## src/rtl/l2_port_arbiter.sv

```systemverilog
// Round-robin arbiter between the icache and dcache L2 request ports; a grant is held until L2 completes.
// An IDLE-cycle request drives L2 next cycle; requesters are held off by keeping their valid until fulfilled.
package l2_port_arbiter_pkg;
    typedef enum logic {
        MEM_LOAD  = 1'b0,
        MEM_STORE = 1'b1
    } memory_operation_e;
endpackage

module l2_port_arbiter
    import l2_port_arbiter_pkg::*;
#(
    parameter int XLEN      = 32,
    parameter int CNT_WIDTH = 16
) (
    input  logic                 clk,
    input  logic                 reset,

    input  logic [XLEN-1:0]      ic_req_address,
    input  logic                 ic_req_valid,
    output logic [XLEN-1:0]      ic_fetched_word,
    output logic                 ic_req_fulfilled,

    input  logic [XLEN-1:0]      dc_req_address,
    input  memory_operation_e    dc_req_type,
    input  logic                 dc_req_valid,
    input  logic [XLEN-1:0]      dc_word_to_store,
    output logic [XLEN-1:0]      dc_fetched_word,
    output logic                 dc_req_fulfilled,

    output logic [XLEN-1:0]      l2_req_address,
    output memory_operation_e    l2_req_type,
    output logic                 l2_req_valid,
    output logic [XLEN-1:0]      l2_word_to_store,
    input  logic [XLEN-1:0]      l2_fetched_word,
    input  logic                 l2_req_fulfilled,

    output logic [CNT_WIDTH-1:0] contention_count
);

    typedef enum logic [1:0] {
        IDLE     = 2'd0,
        GRANT_IC = 2'd1,
        GRANT_DC = 2'd2
    } state_e;

    localparam logic                 SERVED_IC = 1'b0;
    localparam logic                 SERVED_DC = 1'b1;
    localparam logic [CNT_WIDTH-1:0] CNT_ONE   = {{(CNT_WIDTH-1){1'b0}}, 1'b1};

    state_e               state;
    state_e               state_next;
    logic                 last_grant;
    logic                 last_grant_next;
    logic                 tie;
    logic [CNT_WIDTH-1:0] cnt;

    always_ff @(posedge clk) begin
        if (reset) begin
            state      <= IDLE;
            last_grant <= SERVED_IC;
            cnt        <= '0;
        end else begin
            state      <= state_next;
            last_grant <= last_grant_next;
            if (tie && (cnt != '1)) begin
                cnt <= cnt + CNT_ONE;
            end
        end
    end

    // On a tie the requester that was not served last wins, so neither can starve.
    always_comb begin
        state_next      = state;
        last_grant_next = last_grant;
        tie             = 1'b0;
        case (state)
            IDLE: begin
                if (ic_req_valid && dc_req_valid) begin
                    tie        = 1'b1;
                    state_next = (last_grant == SERVED_IC) ? GRANT_DC : GRANT_IC;
                end else if (ic_req_valid) begin
                    state_next = GRANT_IC;
                end else if (dc_req_valid) begin
                    state_next = GRANT_DC;
                end
            end
            GRANT_IC: begin
                if (l2_req_fulfilled) begin
                    state_next      = IDLE;
                    last_grant_next = SERVED_IC;
                end
            end
            GRANT_DC: begin
                if (l2_req_fulfilled) begin
                    state_next      = IDLE;
                    last_grant_next = SERVED_DC;
                end
            end
            default: state_next = IDLE;
        endcase
    end

    // Completions are masked while reset is high so an in-flight response never reaches a requester.
    always_comb begin
        l2_req_valid     = 1'b0;
        l2_req_address   = '0;
        l2_req_type      = MEM_LOAD;
        l2_word_to_store = '0;
        ic_req_fulfilled = 1'b0;
        ic_fetched_word  = '0;
        dc_req_fulfilled = 1'b0;
        dc_fetched_word  = '0;
        case (state)
            GRANT_IC: begin
                l2_req_valid   = 1'b1;
                l2_req_address = ic_req_address;
                if (l2_req_fulfilled && !reset) begin
                    ic_req_fulfilled = 1'b1;
                    ic_fetched_word  = l2_fetched_word;
                end
            end
            GRANT_DC: begin
                l2_req_valid     = 1'b1;
                l2_req_address   = dc_req_address;
                l2_req_type      = dc_req_type;
                l2_word_to_store = dc_word_to_store;
                if (l2_req_fulfilled && !reset) begin
                    dc_req_fulfilled = 1'b1;
                    dc_fetched_word  = l2_fetched_word;
                end
            end
            default: ;
        endcase
    end

    assign contention_count = cnt;

endmodule

```

## config.mk

```make
export PLATFORM = sky130hd
export DESIGN_NAME = l2_port_arbiter
export DESIGN_NICKNAME = d
export VERILOG_FILES = /design/src/rtl/l2_port_arbiter.sv
export SDC_FILE = /design/constraint.sdc
export NUM_CORES = 1
export LEC_CHECK = 0
export ABC_AREA = 1
export BUFFER_PORTS_ARGS = -buffer_cell sky130_fd_sc_hd__buf_4
export CORE_AREA = 2 2 108 110
export DETAILED_ROUTE_END_ITERATION = 10
export DIE_AREA = 0 0 110 112
export REMOVE_ABC_BUFFERS = 1
export SETUP_SLACK_MARGIN = 0.02
export SLEW_MARGIN = 5
export SYNTH_ARGS = -nofsm -noshare
export SYNTH_HDL_FRONTEND = slang
export SYNTH_SLANG_ARGS = --single-unit
```

## constraint.sdc

```tcl
create_clock -name clk -period 1.9 [get_ports clk]
set_clock_uncertainty 0.2 [all_clocks]
set_input_delay 0.38 -clock clk [delete_from_list [all_inputs] [get_ports clk]]
set_output_delay 0.38 -clock clk [all_outputs]
set_load 0.03 [all_outputs]
```

---- Word level (Yosys, flattened, before mapping) ----
Cells that the tools add are included.
cells by class
  add/subtract/negate cells ............... 1
  eq/ne operators ......................... 7
  multiplexer cells ....................... 21
  reduce and logical (&&, ||, !) cells .... 9
operators with widths
  kind                                                                    number
  32-bit 2-to-1 mux                                                       4
  32-bit one-hot mux with 2 select lines                                  1
  16-bit by 1-bit adder with 16-bit output (second input constant)        1
  16-bit != test (second input constant)                                  1
  2-bit 2-to-1 mux                                                        5
  1-bit 2-to-1 mux                                                        9
  2-bit != test (second input constant)                                   2
  4-bit != test (second input constant)                                   1
  2-bit one-hot mux with 2 select lines                                   1
  1-bit logical AND                                                       3
  3-bit AND reduction                                                     1
  2-bit by 1-bit equality test with 1-bit output (second input constant)  1
  2-bit equality test (second input constant)                             1
  2-bit logical NOT                                                       1
  2-bit by 1-bit != test with 1-bit output (second input constant)        1
  1-bit one-hot mux with 2 select lines                                   1
  2-bit AND reduction                                                     1
  2-bit nonzero test                                                      1
  2-bit OR reduction                                                      1
  1-bit logical NOT                                                       1
word-level totals
  register bits after elaboration ......... 19
  input port bits ......................... 134
  output and inout bits ................... 148
  logic and storage cells ................. 41

---- Logic depth before layout (Yosys ltp) ----
Gate-level depths: netlist of the first run.
  depth in word-level cells ............... 4
  depth in mapped cells ................... 10

---- Worst setup path before layout of the first run ----
No wires, ideal clock.
  path kind ............................... reg-to-output
  start point ............................. reg state[1]
  end point ............................... out ic_fetched_word[10]
  data arrival time ....................... 2.038 ns
  required time ........................... 1.320 ns
  setup slack ............................. -0.718 ns
  cell stages (with the launch flop) ...... 9
  buffers on the path ..................... 2
  path through ............................ dfxtp_1 inv_1 ha_1 clkbuf_1 nand2_1 nor2_1 inv_1 clkbuf_1 nor2_1
between the ends
  cells in the longest elaborated chain, start to end .. 2
RTL lines
  element                                         RTL line  RTL
  start: declaration                              51        state_e state;
  start signal: assignment                        64        state <= state_next;
  2-bit by 1-bit equality test with 1-bit output  114       case (state)
  32-bit 2-to-1 mux                               114
  end: declaration                                21        output logic [XLEN-1:0] ic_fetched_word,
No other way between the ends.

---- Final worst setup path of the first run ----
  start point ............................. reg state[1]
  end point ............................... out ic_fetched_word[9]
Same word-level chain as after synthesis.

==> impl_metrics.py, run 1 <==
metrics = {
    "status": {
        "status": "complete, but fails checks",
        "violations": "setup timing",
    },
    "detailed_routing": {
        "drc": 0,
        "wire_per_inst_um": 14.7,
        "viasPerCell": 4.41,
        "via_count": 3939,
        "ant_nets": 0,
        "routed_wl_um": 13100,
        "drt_iter0_markers": 170,
        "drtPass1Iterations": 4,
    },
    "critical_path": {
        "cp-end-kind": "primary output",
        "cpMaxStageDelayCell": "dfxtp_2",
        "timing_worst_setup_path_type": "flop to primary output",
        "cpPeakStageDelay_ns": 0.33,
        "r2r_start": "contention_count[0]",
        "r2r_setup_slack_ns": 0.20,
        "reg2reg_to": "contention_count[3]",
        "arrival_ns": 1.55,
        "crit_fanout": 12,
        "crit_path_frequent_cell": "inv_2",
        "path_cells": "inv_2 -> ha_4 -> nand2_4 -> nor2_4 -> inv_2 -> buf_8 -> nor2_1 -> buf_4",
        "cp-endpoint": "ic_fetched_word[9]",
        "start_kind": "flop",
        "cp_num_cells": 8,
        "cp_num_buf_inv": 4,
        "crit_family": "buffers and inverters",
        "reg2regPathDepth": 7,
        "timing.critical_path.from": "state[1]",
        "cp.required_ns": 1.32,
    },
    "die": {
        "die_w_um": 110,
        "die_area_mm2": 0.0123,
        "pin_count": 282,
        "initial_core_util_pct": 20.1,
        "num_rows": 39,
        "die_h_um": 112,
        "core_mm2": 0.0112,
    },
    "timing": {
        "setup_viol": 130,
        "relSlewSlack_pct": 78.4,
        "period_share_pct": 112,
        "hold_viol": 0,
        "rsz0062_at_grt": "true",
        "whs_ns": 0.134,
        "fin_crit_ns": 2.13,
        "worst_pin_slew_ns": 0.321,
        "fin_tns_setup_ns": -19.50,
        "clock.fmax_mhz": 469,
        "setup_slack_ns": -0.234,
        "drv_slew": 0,
    },
    "placed_design": {
        "gp_congestion": 0.841,
        "dp_hpwl_um": 8940,
        "dp.cells": 872,
        "io_buffers": 281,
    },
    "clock_tree": {
        "cts.sink_count": 19,
        "clkTransAtPathRegs_ns": 0.06,
        "clockBufferDepth": 2,
        "cts_buffers": 3,
        "cts_tree": "built",
        "cts_root_buf": "clkbuf_16",
        "clkLatencyLatePin_ns": 0.25,
        "h-tree-depth": 1,
    },
    "power": {
        "combPwrFrac_pct": 79.0,
        "intPower_mw": 2.26,
        "finalPower_mw": 4.22,
        "peakVddDrop_v": 0.000467,
        "switching_share_pct": 46.5,
        "p_clk_share_pct": 10.5,
        "p_leak_nw": 3.07,
        "power_switching_mw": 1.96,
        "powerDensity_mw_per_mm2": 692,
        "seqPwrFrac_pct": 10.5,
    },
    "global_route": {
        "antenna_found_initial": 0,
        "grt_max_degree": 33,
        "grt_pass1_wl_um": 19000,
        "grt_overflow_total": 0,
        "grt_pass1_vias": 3908,
        "grt_use_total_pct": 19.3,
    },
    "layout": {
        "antenna_cells": 0,
        "fin_nets": 891,
        "layout-drive-gt1-share_pct": 62.5,
        "syn2layout_area_growth_pct": 171,
        "fillerInstances": 1021,
        "fin_util_pct": 54.5,
        "fin_cells": 894,
        "multi_input_area_mm2": 0.00196,
        "final-seq-area_um2": 385,
    },
    "synthesis": {
        "syn_inst": 453,
        "synth_seq_cells": 19,
        "yosys_warnings": 0,
        "postSynthAreaPerCell_um2": 4.96,
        "synth_cell_types": 22,
        "synthesis.area_mm2": 0.00225,
        "seq_area_frac_synth_pct": 16.9,
    },
    "min_path": {
        "min_path_type": "input port to flop",
        "hold_start": "reset",
        "hold_depth": 2,
    },
    "flow_run": {
        "cap_violations": 0,
    },
}
==> sequential cells by signal, indices dropped and copies added (netlist names) <==
register          count
last_grant            1
state                 2
contention_count     16
==> cell type report <==
class / count / area share (%)
clock buffer: 4 / 1.29
inverter: 85 / 5.48
multi-input combinational: 325 / 32.1
sequential: 19 / 6.32
tap: 143 / 2.94
timing repair buffer: 318 / 51.9
==> synthesized netlist by cell type <==
cell	n	area, um^2
a21oi_1	48	240
buf_1	3	11.3
buf_2	3	15.0
buf_4	1	7.51
buf_6	2	22.5
clkbuf_1	15	56.3
clkinv_1	1	3.75
dfxtp_1	19	380
ha_1	5	62.6
inv_1	84	315
nand2_1	136	510
nand3_1	15	75.1
nand3_2	4	40.0
nand3b_1	4	30.0
nand4_1	1	6.26
nand4_4	1	21.3
nor2_1	99	372
nor2_2	2	12.5
nor2_4	2	22.5
nor3_1	2	10.0
nor3b_1	1	7.51
o21ai_0	5	25.0
==> repair_timing <==
item	CTS	global route
pin swaps	2	10
gates cloned	9	3
setup buffers	9	0
endpoints found under the setup margin	132	132
resized for setup	222	88
hold buffers	0	0
==> power by group through the flow <==
stage | clock (mW) | sequential [mW] | combinational [mW]
CTS | 0.445 | 0.441 | 3.11
detailed placement | 0 | 0.441 | 2.07
floorplan | 0 | 0.452 | 1.09
finish | 0.441 | 0.444 | 3.33
global route | 0.467 | 0.447 | 3.51
global placement | 0 | 0.440 | 2.06
==> cells by family (layout without fill, tap and decap cells) <==
group / count (synthesis) / after routing / share of synthesized area, %
buffers and inverters: 109 / 407 / 19.2
adder cells (fa/ha/maj): 5 / 5 / 2.78
flip-flops: 19 / 19 / 16.9
AND/OR/NAND/NOR: 267 / 267 / 49.3
AO/OA/AOI/OAI: 53 / 53 / 11.8
==> worst min-delay path by stage <==
stage | to | slack (ns)
2_1_floorplan | last_grant | 0.24
3_3_place_gp | last_grant | 0.27
3_5_place_dp | last_grant | 0.27
4_1_cts | state[1] | 0.13
5_1_grt | state[1] | 0.15
6_report | state[1] | 0.13
==> stage by stage <==
stage	cell area, um^2	setup slack, ns
2_1_floorplan	2130	-1.33
5_1_grt	6090	-0.310
4_1_cts	5790	-0.181
3_3_place_gp	4620	-0.0355
3_5_place_dp	4620	-0.0440
6_report	6090	-0.234
==> per-layer routing <==
layer  track usage (%)  routed length (um)
met5                 0                   0
met2              36.7                6750
met4              3.63                 213
met3              3.69                1110
met1              22.0                5060
==> layout by cell type (no fill, tap or decap), types with 9 or more instances in the layout <==
cell and instances:
buf_4 180, buf_6 117, nand2_1 104, inv_1 64, nor2_1 51, nor2_2 34, nand2_2 31, a21oi_2 25
nor2_4 18, inv_2 17, dfxtp_1 17, a21oi_1 16, nand3_1 14, buf_16 9
Note: power is estimated with default switching activity, not from simulation.
==> inputs of run 2 (changes only) <==
--- a/config.mk
+++ b/config.mk
@@ -12,5 +12,6 @@
 export DIE_AREA = 0 0 110 112
+export PLACE_DENSITY = 0.55
 export REMOVE_ABC_BUFFERS = 1
 export SETUP_SLACK_MARGIN = 0.02
-export SLEW_MARGIN = 5
+export SLEW_MARGIN = 20
 export SYNTH_ARGS = -nofsm -noshare
--- a/constraint.sdc
+++ b/constraint.sdc
@@ -4,2 +4,2 @@
 set_output_delay 0.38 -clock clk [all_outputs]
-set_load 0.03 [all_outputs]
+set_load 0.05 [all_outputs]
==> run 2 against run 1 <==
The flow still finishes with violations (setup timing). Via count down 0.25%. First-iteration DRC count down 6.5%. Sequential share of layout area down 0.12 points. Highest routed layer unchanged. Critical endpoint is now l2_req_address[6]. Maximum frequency up 1.0%. Power up 9.8%. Sequential power about the same. Critical path depth down 1. Combinational power up 13%. Utilization up 1.4 points.
==> impl_metrics.py, run 2 (synthesis gave the netlist of run 1 again) <==
metrics = {
    "die": {
        "num_rows": 39,
        "die_w_um": 110,
        "initial_core_util_pct": 20.1,
        "core_mm2": 0.0112,
        "die_area_mm2": 0.0123,
        "die_h_um": 112,
        "pin_count": 282,
    },
    "power": {
        "powerDensity_mw_per_mm2": 741,
        "intPower_mw": 2.30,
        "p_leak_nw": 3.16,
        "combPwrFrac_pct": 80.9,
        "p_clk_share_pct": 9.5,
        "peakVddDrop_v": 0.000457,
        "switching_share_pct": 50.3,
        "seqPwrFrac_pct": 9.6,
        "power_switching_mw": 2.33,
    },
    "clock_tree": {
        "clkLatencyLatePin_ns": 0.25,
        "cts_root_buf": "clkbuf_16",
        "cts_buffers": 3,
        "clockBufferDepth": 2,
        "clkTransAtPathRegs_ns": 0.05,
        "h-tree-depth": 1,
        "cts_tree": "built",
        "cts.sink_count": 19,
    },
    "detailed_routing": {
        "routed_wl_um": 12700,
        "wire_per_inst_um": 14.2,
        "drt_iter0_markers": 159,
        "ant_nets": 0,
        "viasPerCell": 4.38,
        "drtPass1Iterations": 4,
        "drc": 0,
        "via_count": 3929,
    },
    "timing": {
        "hold_viol": 0,
        "relSlewSlack_pct": 76.8,
        "clock.fmax_mhz": 473,
        "fin_crit_ns": 2.11,
        "setup_slack_ns": -0.213,
        "period_share_pct": 111,
        "setup_viol": 130,
        "worst_pin_slew_ns": 0.344,
        "fin_tns_setup_ns": -22.68,
        "rsz0062_at_grt": "true",
        "drv_slew": 0,
    },
    "placed_design": {
        "io_buffers": 281,
        "gp_congestion": 0.959,
        "dp.cells": 879,
        "dp_slack_ns": -0.130,
        "dp_hpwl_um": 9120,
    },
    "global_route": {
        "grt_use_total_pct": 18.7,
        "antenna_found_initial": 0,
        "grt_max_degree": 35,
        "grt_pass1_vias": 3836,
        "grt_overflow_total": 0,
        "grt_pass1_wl_um": 18300,
    },
    "critical_path": {
        "arrival_ns": 1.53,
        "cp.required_ns": 1.32,
        "cp-end-kind": "primary output",
        "path_cells": "buf_6 -> ha_4 -> buf_12 -> buf_12 -> nand2_1 -> a21oi_2 -> buf_6",
        "crit_fanout": 13,
        "start_kind": "flop",
        "cpPeakStageDelay_ns": 0.36,
        "timing_worst_setup_path_type": "flop to primary output",
        "cpMaxStageDelayCell": "dfxtp_4",
    },
    "status": {
        "violations": "setup timing",
        "status": "complete, but fails checks",
    },
    "layout": {
        "syn2layout_area_growth_pct": 178,
        "layout_commonest_cell": "buf_4",
        "largest_reg_flops": 16,
        "fin_nets": 894,
        "fin_cells": 897,
        "layout-drive-gt1-share_pct": 61.8,
        "fin_util_pct": 56.0,
        "antenna_cells": 0,
        "mostFrequentLayoutCells": "buf_4 (169), buf_6 (117), nand2_1 (108), inv_1 (65), nor2_1 (49)",
    },
    "flow_run": {
        "cap_violations": 0,
    },
    "min_path": {
        "min_path_type": "input port to flop",
    },
}
run 2: cell types whose count changed in the layout (fill, tap and decap cells not counted), moves of 3 or more:
cell     before  now
nand2_1     104  108
nand2_4       1    9
a21oi_2      25   21
nor2_2       34   30
buf_12        7   11
a21oi_1      16   19
nand2_2      31   19
buf_16        9    5
buf_4       180  169
nor2_4       18   24
buf_8         2   16
run 2: layer usage:
metal / track usage [%] / part of all wire, %
met5: 0 / 0
met4: 5.49 / 2.5
met3: 5.15 / 9.6
met2: 35.7 / 53
met1: 19.3 / 35
run 2: per-stage QoR:
stage,instance area (um^2),hold slack [ns],power (mW)
CTS,5860,0.140,4.39
detailed placement,4720,0.258,3.02
global route,6250,0.148,4.84
finish,6250,0.140,4.63
floorplan,2130,0.240,1.95
global placement,4720,0.253,3.01
run 2: power by group through the flow:
stage,sequential (mW),clock [mW],combinational (mW)
after detailed placement,0.442,0,2.58
after floorplan,0.461,0,1.49
after global placement,0.439,0,2.57
final,0.446,0.439,3.75
after CTS,0.446,0.456,3.49
after global routing,0.448,0.468,3.93
run 2: worst max-delay path, delay by kind of cell, from the launching register on:
| kind | cells | cell delay [ns] |
|---|---|---|
| AOI/OAI and AO/OA | 1 | 0.15 |
| adders and majority gates | 1 | 0.15 |
| buffers and inverters | 4 | 0.53 |
| DFF | 1 | 0.36 |
| and+or+nand+nor | 1 | 0.08 |
run 2: area by class of cell:
class	count	area, um^2
repair buffers	321	3270
fillers	1006	4920
inverters	85	334
well taps	143	179
clock buffers	3	75.1
multi-input cells	325	2000
flip-flops and latches	19	388
clock inverters	1	5.00
run 2: repair_timing:
action,CTS,global route
gates cloned,6,3
gates resized for setup,242,102
setup endpoints to repair,131,133
hold buffers,0,0
buffers inserted,6,2
pin swaps,10,4
run 2: path summary, 6_finish.rpt:
kind | start | endpoint | slack [ns] | depth (start not counted)
setup / recovery | state[1] | l2_req_address[6] | -0.21 | 7
hold / removal | reset | state[1] | 0.14 | 2
setup reg to reg | state[0] | state[0] | 0.11 | 7
hold reg to reg | last_grant | last_grant | 0.26 | 2
==> inputs of run 3 (changes only) <==
REMOVE_ABC_BUFFERS = default   (was 1)
SKIP_LAST_GASP = 1   (was default)
==> run 3 against run 2 <==
The flow still finishes with violations (setup timing). Routed wire length increased by 18%. Combinational power increased by 14%. Maximum frequency decreased by 2.6%. Sequential power about the same. Clock power increased by 3%. Register-to-register slack improved by 0.03 ns. Hold slack improved by 0.085 ns. Final area increased by 16%. Non-clock buffer count increased by 12. Utilization increased by 8.9 points.
==> impl_metrics.py, run 3 (synthesis gave the netlist of run 1 again) <==
metrics = {
    "status": {
        "status": "complete, but fails checks",
        "violations": "setup timing",
    },
    "die": {
        "core_mm2": 0.0112,
        "die_h_um": 112,
        "die_w_um": 110,
        "initial_core_util_pct": 20.1,
        "num_rows": 39,
        "pin_count": 282,
        "die_area_mm2": 0.0123,
    },
    "min_path": {
        "whs_endpoint": "state[1]",
        "hold_start": "reset",
        "hold_depth": 3,
        "min_path_type": "input port to flop",
    },
    "clock_tree": {
        "cts.sink_count": 19,
        "clkTransAtPathRegs_ns": 0.06,
        "cts_buffers": 3,
        "cts_tree": "built",
        "clockBufferDepth": 2,
        "clkLatencyLatePin_ns": 0.26,
        "cts_root_buf": "clkbuf_16",
        "h-tree-depth": 1,
    },
    "timing": {
        "clock.fmax_mhz": 461,
        "fin_tns_setup_ns": -25.19,
        "hold_viol": 0,
        "drv_slew": 0,
        "fin_crit_ns": 2.17,
        "relSlewSlack_pct": 76.7,
        "setup_viol": 131,
        "worst_pin_slew_ns": 0.348,
        "setup_slack_ns": -0.268,
        "period_share_pct": 114,
        "rsz0062_at_grt": "true",
    },
    "global_route": {
        "antenna_found_initial": 0,
        "grt_pass1_wl_um": 21300,
        "grt_max_degree": 33,
        "grt_overflow_total": 0,
        "grt_pass1_vias": 4032,
        "grt_use_total_pct": 22.0,
    },
    "detailed_routing": {
        "drc": 0,
        "ant_nets": 0,
        "via_count": 4048,
        "drtPass1Iterations": 4,
        "drt_iter0_markers": 210,
        "wire_per_inst_um": 16.4,
        "routed_wl_um": 15000,
        "viasPerCell": 4.44,
    },
    "layout": {
        "fin_util_pct": 64.8,
        "mostFrequentLayoutCells": "buf_4 (165), nand2_1 (110), buf_6 (86), nor2_4 (68), buf_8 (61)",
        "final-seq-area_um2": 388,
        "layout_commonest_cell": "buf_4",
        "syn2layout_area_growth_pct": 222,
        "fillerInstances": 960,
        "fin_nets": 908,
        "layout-drive-gt1-share_pct": 67.1,
        "largest_reg_flops": 16,
        "multi_input_area_mm2": 0.00257,
        "antenna_cells": 0,
    },
    "power": {
        "peakVddDrop_v": 0.000523,
        "powerDensity_mw_per_mm2": 717,
        "finalPower_mw": 5.19,
        "p_leak_nw": 3.27,
    },
    "placed_design": {
        "gp_congestion": 0.975,
        "io_buffers": 281,
        "dp_hpwl_um": 10900,
    },
    "critical_path": {
        "reg2reg_to": "state[1]",
        "timing_worst_setup_path_type": "flop to primary output",
        "cp-end-kind": "primary output",
        "crit_fanout": 6,
        "arrival_ns": 1.59,
        "start_kind": "flop",
        "r2r_setup_slack_ns": 0.14,
        "r2r_start": "state[0]",
        "cp.required_ns": 1.32,
        "reg2regPathDepth": 9,
    },
    "flow_run": {
        "cap_violations": 0,
    },
    "synthesis": {
        "syn_nets": 592,
    },
}
run 3: where the power goes:
part	total, mW	switching (mW)	internal, mW
registers	0.449	0.0247	0.424
logic	4.29	2.50	1.80
clock network	0.451	0.168	0.283
total	5.19	2.69	2.50
run 3: repair_timing:
item | CTS | global route
resized for setup | 197 | 96
buffers inserted | 6 | 6
setup endpoints to repair | 130 | 146
pin swaps | 4 | 10
cloned | 6 | 7
hold buffers | 0 | 0
run 3: worst max path at each step:
| stage | end | slack [ns] | startpoint | cells past startpoint |
|---|---|---|---|---|
| global placement | l2_req_address[6] | -0.03 | state[0] | 6 |
| floorplan | ic_fetched_word[10] | -0.31 | state[1] | 8 |
| detailed placement | l2_req_address[15] | -0.03 | state[0] | 6 |
| finish | l2_req_address[22] | -0.27 | state[0] | 7 |
| global route | ic_fetched_word[0] | -0.31 | state[0] | 8 |
| CTS | l2_req_address[21] | -0.26 | state[0] | 7 |
run 3: metrics by stage:
stage	hold WS, ns	cell area [um^2]	std cells	setup slack, ns
floorplan	0.240	3390	453	-0.308
CTS	0.226	6730	900	-0.258
detailed placement	0.276	5730	884	-0.0322
global placement	0.286	5730	884	-0.0277
finish	0.225	7240	911	-0.268
global route	0.243	7240	911	-0.313
run 3: layer usage:
metal / part of all wire, % / track usage, % / vias up
li1: - / - / 1990
met1: 40 / 27.3 / 1859
met2: 50 / 38.9 / 176
met3: 7.5 / 3.86 / 23
met4: 2.2 / 5.15 / 0
met5: 0 / 0 / -
run 3: layout make-up:
cell class	count	area share, %
Tap cell	143	2.47
Sequential cell	19	5.35
Timing Repair Buffer	333	49.9
Clock buffer	3	1.04
Clock inverter	1	0.0691
Inverter	85	5.70
Multi-Input combinational cell	327	35.5
run 3: worst max-delay path, cell delays in order (launching register included):
cell and delay (ns):
dfxtp_2 0.33, inv_2 0.06, buf_6 0.12, ha_4 0.29, inv_8 0.06, clkbuf_16 0.17, a21oi_4 0.12, buf_6 0.17
